==> src/rtl/mips_lite_pkg.sv <==
// Shared definitions for the multicycle MIPS-lite control path.
package mips_lite_pkg;

  localparam logic [5:0] OP_RTYPE = 6'b000000;
  localparam logic [5:0] OP_LW    = 6'b100011;
  localparam logic [5:0] OP_SW    = 6'b101011;
  localparam logic [5:0] OP_BEQ   = 6'b000100;
  localparam logic [5:0] OP_J     = 6'b000010;
  localparam logic [5:0] OP_NORI  = 6'b001100;

  // aluop pair as consumed by alucont
  typedef enum logic [1:0] {
    ALU_ADD   = 2'b00,
    ALU_SUB   = 2'b01,
    ALU_FUNCT = 2'b10,
    ALU_NORI  = 2'b11
  } aluop_t;

  typedef enum logic [1:0] {
    SRCB_RT      = 2'b00,
    SRCB_FOUR    = 2'b01,
    SRCB_IMM     = 2'b10,
    SRCB_IMM_SH2 = 2'b11
  } alusrcb_t;

  typedef enum logic [1:0] {
    PCSRC_ALU    = 2'b00,
    PCSRC_ALUOUT = 2'b01,
    PCSRC_JUMP   = 2'b10
  } pcsrc_t;

  typedef enum logic [3:0] {
    ST_IDLE   = 4'd0,
    ST_FETCH  = 4'd1,
    ST_DECODE = 4'd2,
    ST_MEMADR = 4'd3,
    ST_MEMRD  = 4'd4,
    ST_MEMWB  = 4'd5,
    ST_MEMWR  = 4'd6,
    ST_RTEX   = 4'd7,
    ST_RTWB   = 4'd8,
    ST_BEQEX  = 4'd9,
    ST_JEX    = 4'd10,
    ST_NORIEX = 4'd11,
    ST_NORIWB = 4'd12
  } state_t;

  // Moore part of the control word; mem_ready/op qualified terms live in the top
  typedef struct packed {
    logic     pcwrite;
    logic     pcwritecond;
    logic     iord;
    logic     memread;
    logic     memwrite;
    logic     memtoreg;
    logic     regdst;
    logic     regwrite;
    logic     alusrca;
    alusrcb_t alusrcb;
    pcsrc_t   pcsource;
    aluop_t   aluop;
    logic     instr_done;
  } ctrl_t;

  function automatic logic op_legal(input logic [5:0] op);
    return (op == OP_RTYPE) || (op == OP_LW) || (op == OP_SW) ||
           (op == OP_BEQ) || (op == OP_J) || (op == OP_NORI);
  endfunction

  // Per-state Moore decode; anything not listed stays 0
  function automatic ctrl_t decode_state(input state_t st);
    ctrl_t c;
    c = '0;
    case (st)
      ST_FETCH: begin
        c.memread = 1'b1;
        c.alusrcb = SRCB_FOUR;
        c.aluop   = ALU_ADD;
      end
      ST_DECODE: begin
        c.alusrcb = SRCB_IMM_SH2;
        c.aluop   = ALU_ADD;
      end
      ST_MEMADR: begin
        c.alusrca = 1'b1;
        c.alusrcb = SRCB_IMM;
        c.aluop   = ALU_ADD;
      end
      ST_MEMRD: begin
        c.memread = 1'b1;
        c.iord    = 1'b1;
      end
      ST_MEMWB: begin
        c.regwrite   = 1'b1;
        c.memtoreg   = 1'b1;
        c.instr_done = 1'b1;
      end
      ST_MEMWR: begin
        c.memwrite = 1'b1;
        c.iord     = 1'b1;
      end
      ST_RTEX: begin
        c.alusrca = 1'b1;
        c.alusrcb = SRCB_RT;
        c.aluop   = ALU_FUNCT;
      end
      ST_RTWB: begin
        c.regdst     = 1'b1;
        c.regwrite   = 1'b1;
        c.instr_done = 1'b1;
      end
      ST_BEQEX: begin
        c.alusrca     = 1'b1;
        c.alusrcb     = SRCB_RT;
        c.aluop       = ALU_SUB;
        c.pcwritecond = 1'b1;
        c.pcsource    = PCSRC_ALUOUT;
        c.instr_done  = 1'b1;
      end
      ST_JEX: begin
        c.pcwrite    = 1'b1;
        c.pcsource   = PCSRC_JUMP;
        c.instr_done = 1'b1;
      end
      ST_NORIEX: begin
        c.alusrca = 1'b1;
        c.alusrcb = SRCB_IMM;
        c.aluop   = ALU_NORI;
      end
      ST_NORIWB: begin
        c.regwrite   = 1'b1;
        c.instr_done = 1'b1;
      end
      default: c = '0;
    endcase
    return c;
  endfunction

endpackage

==> src/rtl/mc_control_if.sv <==
// Control-path bundle between the main FSM and the datapath.
interface mc_control_if;
  import mips_lite_pkg::*;

  logic [5:0] op;
  logic       mem_ready;
  logic       pcwrite;
  logic       pcwritecond;
  logic       iord;
  logic       memread;
  logic       memwrite;
  logic       irwrite;
  logic       memtoreg;
  logic       regdst;
  logic       regwrite;
  logic       alusrca;
  logic [1:0] alusrcb;
  logic [1:0] pcsource;
  logic       aluop1;
  logic       aluop0;
  logic       instr_done;
  logic       illegal;

  // controller side
  modport master (
    input  op, mem_ready,
    output pcwrite, pcwritecond, iord, memread, memwrite, irwrite,
           memtoreg, regdst, regwrite, alusrca, alusrcb, pcsource,
           aluop1, aluop0, instr_done, illegal
  );

  // datapath side
  modport slave (
    output op, mem_ready,
    input  pcwrite, pcwritecond, iord, memread, memwrite, irwrite,
           memtoreg, regdst, regwrite, alusrca, alusrcb, pcsource,
           aluop1, aluop0, instr_done, illegal
  );
endinterface

==> src/rtl/mc_control.sv <==
// Main control FSM for multicycle MIPS-lite.
//
//  state  | meaning
//  IDLE   | post-reset, all outputs 0
//  FETCH  | read instruction at PC, PC+4; waits on mem_ready
//  DECODE | register read, branch target calc, opcode dispatch
//  MEMADR | effective address for LW/SW
//  MEMRD  | data read at ALUOut; waits on mem_ready
//  MEMWB  | write MDR to rt, retire LW
//  MEMWR  | data write at ALUOut; waits on mem_ready, retires SW
//  RTEX   | R-type ALU op
//  RTWB   | write ALUOut to rd, retire R-type
//  BEQEX  | compare and conditional PC load, retire BEQ
//  JEX    | PC load from jump target, retire J
//  NORIEX | nor-immediate ALU op
//  NORIWB | write ALUOut to rt, retire NORI
module mc_control
  import mips_lite_pkg::*;
(
  input logic          clk,
  input logic          rst_n,
  mc_control_if.master bus
);

  state_t state;
  state_t nxt;
  ctrl_t  ctrl_q;
  logic   fetch_go;
  logic   wr_done;
  logic   bad_op;

  // Next-state selection; op is only looked at in DECODE and MEMADR
  always_comb begin
    nxt = ST_IDLE;
    case (state)
      ST_IDLE:   nxt = ST_FETCH;
      ST_FETCH:  nxt = bus.mem_ready ? ST_DECODE : ST_FETCH;
      ST_DECODE: begin
        case (bus.op)
          OP_LW, OP_SW: nxt = ST_MEMADR;
          OP_RTYPE:     nxt = ST_RTEX;
          OP_BEQ:       nxt = ST_BEQEX;
          OP_J:         nxt = ST_JEX;
          OP_NORI:      nxt = ST_NORIEX;
          default:      nxt = ST_FETCH;
        endcase
      end
      // op is held stable past DECODE; a non-memory op here is only defensive
      ST_MEMADR: begin
        if (bus.op == OP_LW)      nxt = ST_MEMRD;
        else if (bus.op == OP_SW) nxt = ST_MEMWR;
        else                      nxt = ST_FETCH;
      end
      ST_MEMRD:  nxt = bus.mem_ready ? ST_MEMWB : ST_MEMRD;
      ST_MEMWB:  nxt = ST_FETCH;
      ST_MEMWR:  nxt = bus.mem_ready ? ST_FETCH : ST_MEMWR;
      ST_RTEX:   nxt = ST_RTWB;
      ST_RTWB:   nxt = ST_FETCH;
      ST_BEQEX:  nxt = ST_FETCH;
      ST_JEX:    nxt = ST_FETCH;
      ST_NORIEX: nxt = ST_NORIWB;
      ST_NORIWB: nxt = ST_FETCH;
      default:   nxt = ST_IDLE;
    endcase
  end

  // State register plus Moore outputs registered from the state being entered
  always_ff @(posedge clk or negedge rst_n) begin
    if (!rst_n) begin
      state  <= ST_IDLE;
      ctrl_q <= '0;
    end else begin
      state  <= nxt;
      ctrl_q <= decode_state(nxt);
    end
  end

  // Same-cycle qualifiers: memory handshake completion and illegal-opcode detect
  always_comb begin
    fetch_go = (state == ST_FETCH) && bus.mem_ready;
    wr_done  = (state == ST_MEMWR) && bus.mem_ready;
    bad_op   = (state == ST_DECODE) && !op_legal(bus.op);
  end

  assign bus.pcwrite     = ctrl_q.pcwrite | fetch_go;
  assign bus.pcwritecond = ctrl_q.pcwritecond;
  assign bus.iord        = ctrl_q.iord;
  assign bus.memread     = ctrl_q.memread;
  assign bus.memwrite    = ctrl_q.memwrite;
  assign bus.irwrite     = fetch_go;
  assign bus.memtoreg    = ctrl_q.memtoreg;
  assign bus.regdst      = ctrl_q.regdst;
  assign bus.regwrite    = ctrl_q.regwrite;
  assign bus.alusrca     = ctrl_q.alusrca;
  assign bus.alusrcb     = ctrl_q.alusrcb;
  assign bus.pcsource    = ctrl_q.pcsource;
  assign bus.aluop1      = ctrl_q.aluop[1];
  assign bus.aluop0      = ctrl_q.aluop[0];
  assign bus.instr_done  = ctrl_q.instr_done | wr_done | bad_op;
  assign bus.illegal     = bad_op;

endmodule

==> src/flat_wrapper.sv <==
// flat-port wrapper written by rule: the top's interface ports become plain ports
module mc_control_flat import mips_lite_pkg::*;
  (clk, rst_n, bus_op, bus_mem_ready, bus_pcwrite, bus_pcwritecond, bus_iord, bus_memread, bus_memwrite, bus_irwrite, bus_memtoreg, bus_regdst, bus_regwrite, bus_alusrca, bus_alusrcb, bus_pcsource, bus_aluop1, bus_aluop0, bus_instr_done, bus_illegal);
  mc_control_if bus_i ();
  input logic clk;
  input logic rst_n;
  input wire logic [$bits(bus_i.op)-1:0] bus_op;
  input wire logic [$bits(bus_i.mem_ready)-1:0] bus_mem_ready;
  output wire logic [$bits(bus_i.pcwrite)-1:0] bus_pcwrite;
  output wire logic [$bits(bus_i.pcwritecond)-1:0] bus_pcwritecond;
  output wire logic [$bits(bus_i.iord)-1:0] bus_iord;
  output wire logic [$bits(bus_i.memread)-1:0] bus_memread;
  output wire logic [$bits(bus_i.memwrite)-1:0] bus_memwrite;
  output wire logic [$bits(bus_i.irwrite)-1:0] bus_irwrite;
  output wire logic [$bits(bus_i.memtoreg)-1:0] bus_memtoreg;
  output wire logic [$bits(bus_i.regdst)-1:0] bus_regdst;
  output wire logic [$bits(bus_i.regwrite)-1:0] bus_regwrite;
  output wire logic [$bits(bus_i.alusrca)-1:0] bus_alusrca;
  output wire logic [$bits(bus_i.alusrcb)-1:0] bus_alusrcb;
  output wire logic [$bits(bus_i.pcsource)-1:0] bus_pcsource;
  output wire logic [$bits(bus_i.aluop1)-1:0] bus_aluop1;
  output wire logic [$bits(bus_i.aluop0)-1:0] bus_aluop0;
  output wire logic [$bits(bus_i.instr_done)-1:0] bus_instr_done;
  output wire logic [$bits(bus_i.illegal)-1:0] bus_illegal;
  assign bus_i.op = bus_op;
  assign bus_i.mem_ready = bus_mem_ready;
  assign bus_pcwrite = bus_i.pcwrite;
  assign bus_pcwritecond = bus_i.pcwritecond;
  assign bus_iord = bus_i.iord;
  assign bus_memread = bus_i.memread;
  assign bus_memwrite = bus_i.memwrite;
  assign bus_irwrite = bus_i.irwrite;
  assign bus_memtoreg = bus_i.memtoreg;
  assign bus_regdst = bus_i.regdst;
  assign bus_regwrite = bus_i.regwrite;
  assign bus_alusrca = bus_i.alusrca;
  assign bus_alusrcb = bus_i.alusrcb;
  assign bus_pcsource = bus_i.pcsource;
  assign bus_aluop1 = bus_i.aluop1;
  assign bus_aluop0 = bus_i.aluop0;
  assign bus_instr_done = bus_i.instr_done;
  assign bus_illegal = bus_i.illegal;
  mc_control u_core (.clk(clk), .rst_n(rst_n), .bus(bus_i));
endmodule
==> config.mk <==
export PLATFORM = sky130hd
export DESIGN_NAME = mc_control_flat
export DESIGN_NICKNAME = d
export VERILOG_FILES = /design/src/rtl/mips_lite_pkg.sv /design/src/rtl/mc_control_if.sv /design/src/rtl/mc_control.sv /design/src/flat_wrapper.sv
export SDC_FILE = /design/constraint.sdc
export NUM_CORES = 1
export LEC_CHECK = 0
export ABC_AREA = 1
export BUFFER_PORTS_ARGS = -buffer_cell sky130_fd_sc_hd__buf_2
export CAP_MARGIN = 40
export CORE_UTILIZATION = 50
export DETAILED_ROUTE_END_ITERATION = 8
export PLACE_DENSITY = 0.77
export SYNTH_ARGS = -nofsm -noshare
export SYNTH_HDL_FRONTEND = slang
export SYNTH_SLANG_ARGS = --single-unit
==> constraint.sdc <==
create_clock -name clk -period 3.2 [get_ports clk]
set_input_delay 0.8 -clock clk [delete_from_list [all_inputs] [get_ports clk]]
set_output_delay 0.8 -clock clk [all_outputs]
set_load 0.01 [all_outputs]
; ---- Yosys cells after proc, flatten, opt, wreduce, memory -nomap -nowiden
; Cells that the tools add are included.
[totals]
reg_bits = 20
latch_bits = 0
mem_bits_rw = 0
rom_bits = 0
inputBits = 9
out_inout_bits = 18
word_cells = 85
n_memories = 0
[classes]
addsub = 0
mul = 0
div_mod_pow = 0
n_lt_le_gt_ge = 0
n_eq_ne = 29
n_shift = 0
muxes = 20
bitwise_logic = 3
n_reduce_logical = 19
[ops]
columns = operator, n
row1 = $eq 4x4->1 const B, 10
row2 = $eq 4x3->1 const B, 8
row3 = $pmux 4 s8, 1
row4 = $pmux 4 s5, 1
row5 = $eq 4x2->1 const B, 4
row6 = $eq 6x6->1 const B, 2
row7 = $pmux 2 s3, 2
row8 = $mux 1, 11
row9 = $eq 4x1->1 const B, 2
row10 = $reduce_or 2->1, 4
row11 = $eq 6x2->1 const B, 1
row12 = $eq 6x3->1 const B, 1
row13 = $eq 6x4->1 const B, 1
row14 = $logic_not 6->1, 1
row15 = $mux 3, 2
row16 = $reduce_or 6->1, 1
row17 = $logic_or 1x1->1, 5
row18 = $reduce_or 5->1, 1
row19 = $logic_not 4->1, 1
row20 = $mux 4, 1
row21 = $pmux 2 s2, 1
row22 = $reduce_or 4->1, 1
row23 = $logic_and 1x1->1, 3
row24 = $or 1x1->1, 3
row25 = 3 further kinds, 3

; ---- Logic depth before layout (Yosys ltp)
[depth]
depth_word = 9
mapped_depth = 10
ltp_nobuf = 10

; ---- Worst setup path after synthesis
; Ideal clock, no wire load.
[synth_path]
kind = input -> output
startpoint = in bus_op[2]
endpoint = out bus_instr_done
arrival_ps = 1595
required_ps = 2400
setup_slack_ps = 805
stages = 6
path_buffers = 0
path_cell_list = nor2_1 nand3_1 nand2_1 nor3_1 nor2_1 nand2_1
[synth_between]
elab_chain_len = 9
elab_cells_between_ends = 14
classes_between = eq/ne: 5 / bitwise: 1 / reduce/logical: 8
[synth_rtl]
columns = element, line_no
row1 = from (decl), flat_wrapper.sv:7  ; input wire logic [$bits(bus_i.op)-1:0] bus_op;
row2 = $eq 6x6->1 or $logic_not 6->1 (tied branches), mips_lite_pkg.sv:66  ; return (op == OP_RTYPE) || (op == OP_LW) || (op == OP_SW) ||
row3 = $logic_or 1x1->1 (3 in series), mips_lite_pkg.sv:66
row4 = $logic_or 1x1->1, mips_lite_pkg.sv:67  ; (op == OP_BEQ) || (op == OP_J) || (op == OP_NORI);
row5 = $logic_or 1x1->1 (*), mips_lite_pkg.sv:67
row6 = $logic_not 1->1 (*), mc_control.sv:82  ; bad_op = (state == ST_DECODE) && !op_legal(bus.op);
row7 = $logic_and 1x1->1 (*), mc_control.sv:82
row8 = named net bus_illegal, flat_wrapper.sv:24  ; output wire logic [$bits(bus_i.illegal)-1:0] bus_illegal;
row9 = $or 1x1->1 (*), mc_control.sv:99  ; assign bus.instr_done = ctrl_q.instr_done | wr_done | bad_op;
row10 = to (decl), flat_wrapper.sv:23  ; output wire logic [$bits(bus_i.instr_done)-1:0] bus_instr_done;
; The timed path passes the listed nets; every way through them passes the cells marked *.

; ---- Worst setup path after layout
[layout_path]
startpoint = in bus_op[3]
endpoint = out bus_instr_done
[layout_between]
elab_chain_len = 9
elab_cells_between_ends = 14
classes_between = eq/ne: 5 / bitwise: 1 / reduce/logical: 8
[layout_rtl]
columns = element, line_no
row1 = $eq 6x6->1 or $logic_not 6->1 (tied branches), mips_lite_pkg.sv:66
row2 = $logic_or 1x1->1 (3 in series), mips_lite_pkg.sv:66
row3 = $logic_or 1x1->1, mips_lite_pkg.sv:67
row4 = $logic_or 1x1->1 (*), mips_lite_pkg.sv:67
row5 = $logic_not 1->1 (*), mc_control.sv:82
row6 = $logic_and 1x1->1 (*), mc_control.sv:82
row7 = $or 1x1->1 (*), mc_control.sv:99
; Every way passes the cells marked *; elsewhere a longest branch is shown, timed or not.

==> results.py <==
metrics = {
    "grt": {
        "grt_max_degree": 20,
        "grt_pass1_wl_um": 3600,
        "grt_pass1_vias": 843,
        "antenna_found_initial": 0,
        "grt_usage": 0.199,
        "overflow": 0,
    },
    "finish": {
        "final_common_cell": "buf_2",
        "multi_input_area_um2": 498,
        "ff_latch_area_um2": 475,
        "fin_area_um2": 1260,
        "nFillCells": 191,
        "final_cell_mix": "26 x buf_2, 24 x nand2_1, 20 x inv_1",
        "n_antenna_cell": 0,
        "finalNetCount": 171,
        "area_growth_syn_to_layout_pct": 14.5,
        "drive_gt1_frac": 0.360,
        "fin_cells": 188,
    },
    "run_status": {
        "outcome": "complete, no violations",
    },
    "timing": {
        "hold_slack_ps": 421,
        "fin_worst_skew_ps": 2.51,
        "setup_tns_ps": 0,
        "period_needed_ps": 2590,
        "final_max_slew_viol_count": 0,
        "tightestPinTransition_ps": 412,
        "fmax_ghz": 0.386,
        "max_slew_margin": 0.725,
        "rsz0062_at_grt": "false",
        "min_period_over_period": 0.810,
        "finalSetupViolations": 0,
        "hold_viol": 0,
    },
    "synthesis": {
        "yosysSeqAreaShare": 0.431,
        "yosysUniqueCellTypes": 26,
        "syn_area_um2": 1100,
        "ys_seq_elements": 19,
        "avgSynthCellArea_um2": 8.17,
        "ys_warn_count": 0,
        "syn-num-nets": 144,
        "syn_inst": 135,
    },
    "clocking": {
        "h-tree-depth": 1,
        "clkTransAtPathRegs_ps": 100,
        "cts_buffers": 3,
        "cts-resized-gates": 0,
        "clk_path_buf_depth": 2,
        "cts_root_buf": "clkbuf_4",
        "clk_latency_ps": 290,
        "cts.sinks": 19,
        "cts_hold_buf": 0,
        "tritoncts": "yes",
        "post_cts_buffers": 0,
    },
    "worst_setup_path": {
        "worstReg2RegEnd": "u_core.bus.memread",
        "reg2reg_setup_slack_ps": 1550,
        "reg2regPathDepth": 8,
        "critical_path_required_ps": 2400,
        "cp-end-kind": "output pin",
        "reg2reg_from": "u_core.state[3]",
        "arrival_ps": 1790,
        "worstPathCellList": "buf_2 -> nor2_1 -> nand3_1 -> nand2_1 -> nor3_1 -> nor2_1 -> nand2_1 -> buf_2",
        "start_kind": "input pin",
        "critical-path-slowest-cell": "nor3_1",
        "path_max_fanout": 3,
        "max_stage_delay_ps": 300,
        "crit_type": "input pin to output pin",
    },
    "floorplanning": {
        "die_h_um": 49.0,
        "fp-row-count": 16,
        "fp.dieArea_um2": 2400,
        "die_w_um": 49.0,
        "io_pins": 27,
        "core_um2": 2020,
        "start_util": 0.546,
    },
    "place": {
        "dp_hpwl_um": 1710,
        "routabilityCongestion": 0.849,
        "port_buffers": 26,
        "dpl_cell_area_um2": 1240,
        "placed_cells": 184,
    },
    "power_and_ir_drop": {
        "p_leak_nw": 0.756,
        "power-per-cell-area_nw_per_um2": 590,
        "peakVddDrop_mv": 0.423,
    },
    "drt": {
        "drc": 0,
        "drtAntennaViolNets": 0,
        "via_count": 926,
        "wl_um": 2140,
        "drt-initial-drc-count": 26,
        "firstDrtPassIters": 4,
        "post_drt_wl_per_cell_um": 11.4,
        "avgViaCountPerCell": 4.93,
    },
    "min_path": {
        "worstHoldPathType": "input pin to async pin",
    },
    "run": {
        "max_cap_viol_count": 0,
    },
}
-- worst max-delay path: cells and delay by family --
family | cells | cell delay, ps
and+or+nand+nor | 6 | 760
buffers and inverters | 2 | 230
-- Yosys cell counts, drive strengths merged --
cell     n  area share
clkinv   1      0.0034
buf      4       0.027
nand3b   2       0.025
nor2    24        0.11
inv     25       0.087
dfrtp   19        0.43
nor3     3       0.028
nand2   30        0.12
o21ai    4       0.018
nand3   17        0.11
nand4    1      0.0057
or2      1      0.0057
a21oi    4       0.028
-- per-stage QoR --
step / power (W) / utilization / worst slack (ps)
final: 0.000745 / 0.625 / 606
after global routing: 0.000795 / 0.625 / 511
after CTS: 0.000750 / 0.625 / 627
after detailed placement: 0.000631 / 0.612 / 629
after global placement: 0.000622 / 0.612 / 672
after floorplan: 0.000549 / - / 805
-- logic make-up (layout without fill, tap and decap cells) --
kind of cell           after synthesis  after routing  share of synthesized area
DFF                                 19             19                      0.431
AOI/OAI and AO/OA                    8              8                     0.0465
buffers and inverters               30             56                      0.118
and+or+nand+nor                     78             78                      0.405
-- final cells by class --
cell class	instances	area share
sequential	19	0.376
inverter	26	0.0792
tap	27	0.0267
timing repair buffer	26	0.103
multi-input combinational	86	0.394
clock buffer	4	0.0208
-- worst max-delay path by stage --
stage,from,endpoint,slack (ps)
after detailed placement,bus_op[5],bus_instr_done,630
after global routing,bus_op[3],bus_instr_done,510
final,bus_op[3],bus_instr_done,610
after CTS,bus_op[2],bus_instr_done,630
after floorplan,bus_op[2],bus_instr_done,810
after global placement,bus_op[5],bus_instr_done,670
-- metal layers --
metal,GRT usage,vias to the layer above,share of wire
met5,0,-,0
met4,0.0833,0,0.015
met3,0.0592,4,0.084
met2,0.333,46,0.48
met1,0.237,411,0.42
li1,-,465,-
-- state kept, by name (all words and copies together), names as in the netlist --
signal,flops
u_core.state,4
u_core.bus.alusrcb,2
u_core.bus.pcsource,2
u_core.ctrl_q,2
u_core.bus.aluop0,1
u_core.bus.aluop1,1
u_core.bus.alusrca,1
u_core.bus.iord,1
u_core.bus.memread,1
u_core.bus.memtoreg,1
u_core.bus.memwrite,1
u_core.bus.regdst,1
u_core.bus.regwrite,1
-- where the power goes --
group          total (W)  leakage, nW  switching, W  internal [W]
Sequential      0.000304        0.255     0.0000260      0.000278
Combinational   0.000323        0.487      0.000216      0.000107
Clock           0.000118       0.0150     0.0000691     0.0000485
Note: power is estimated with default switching activity, not from simulation.
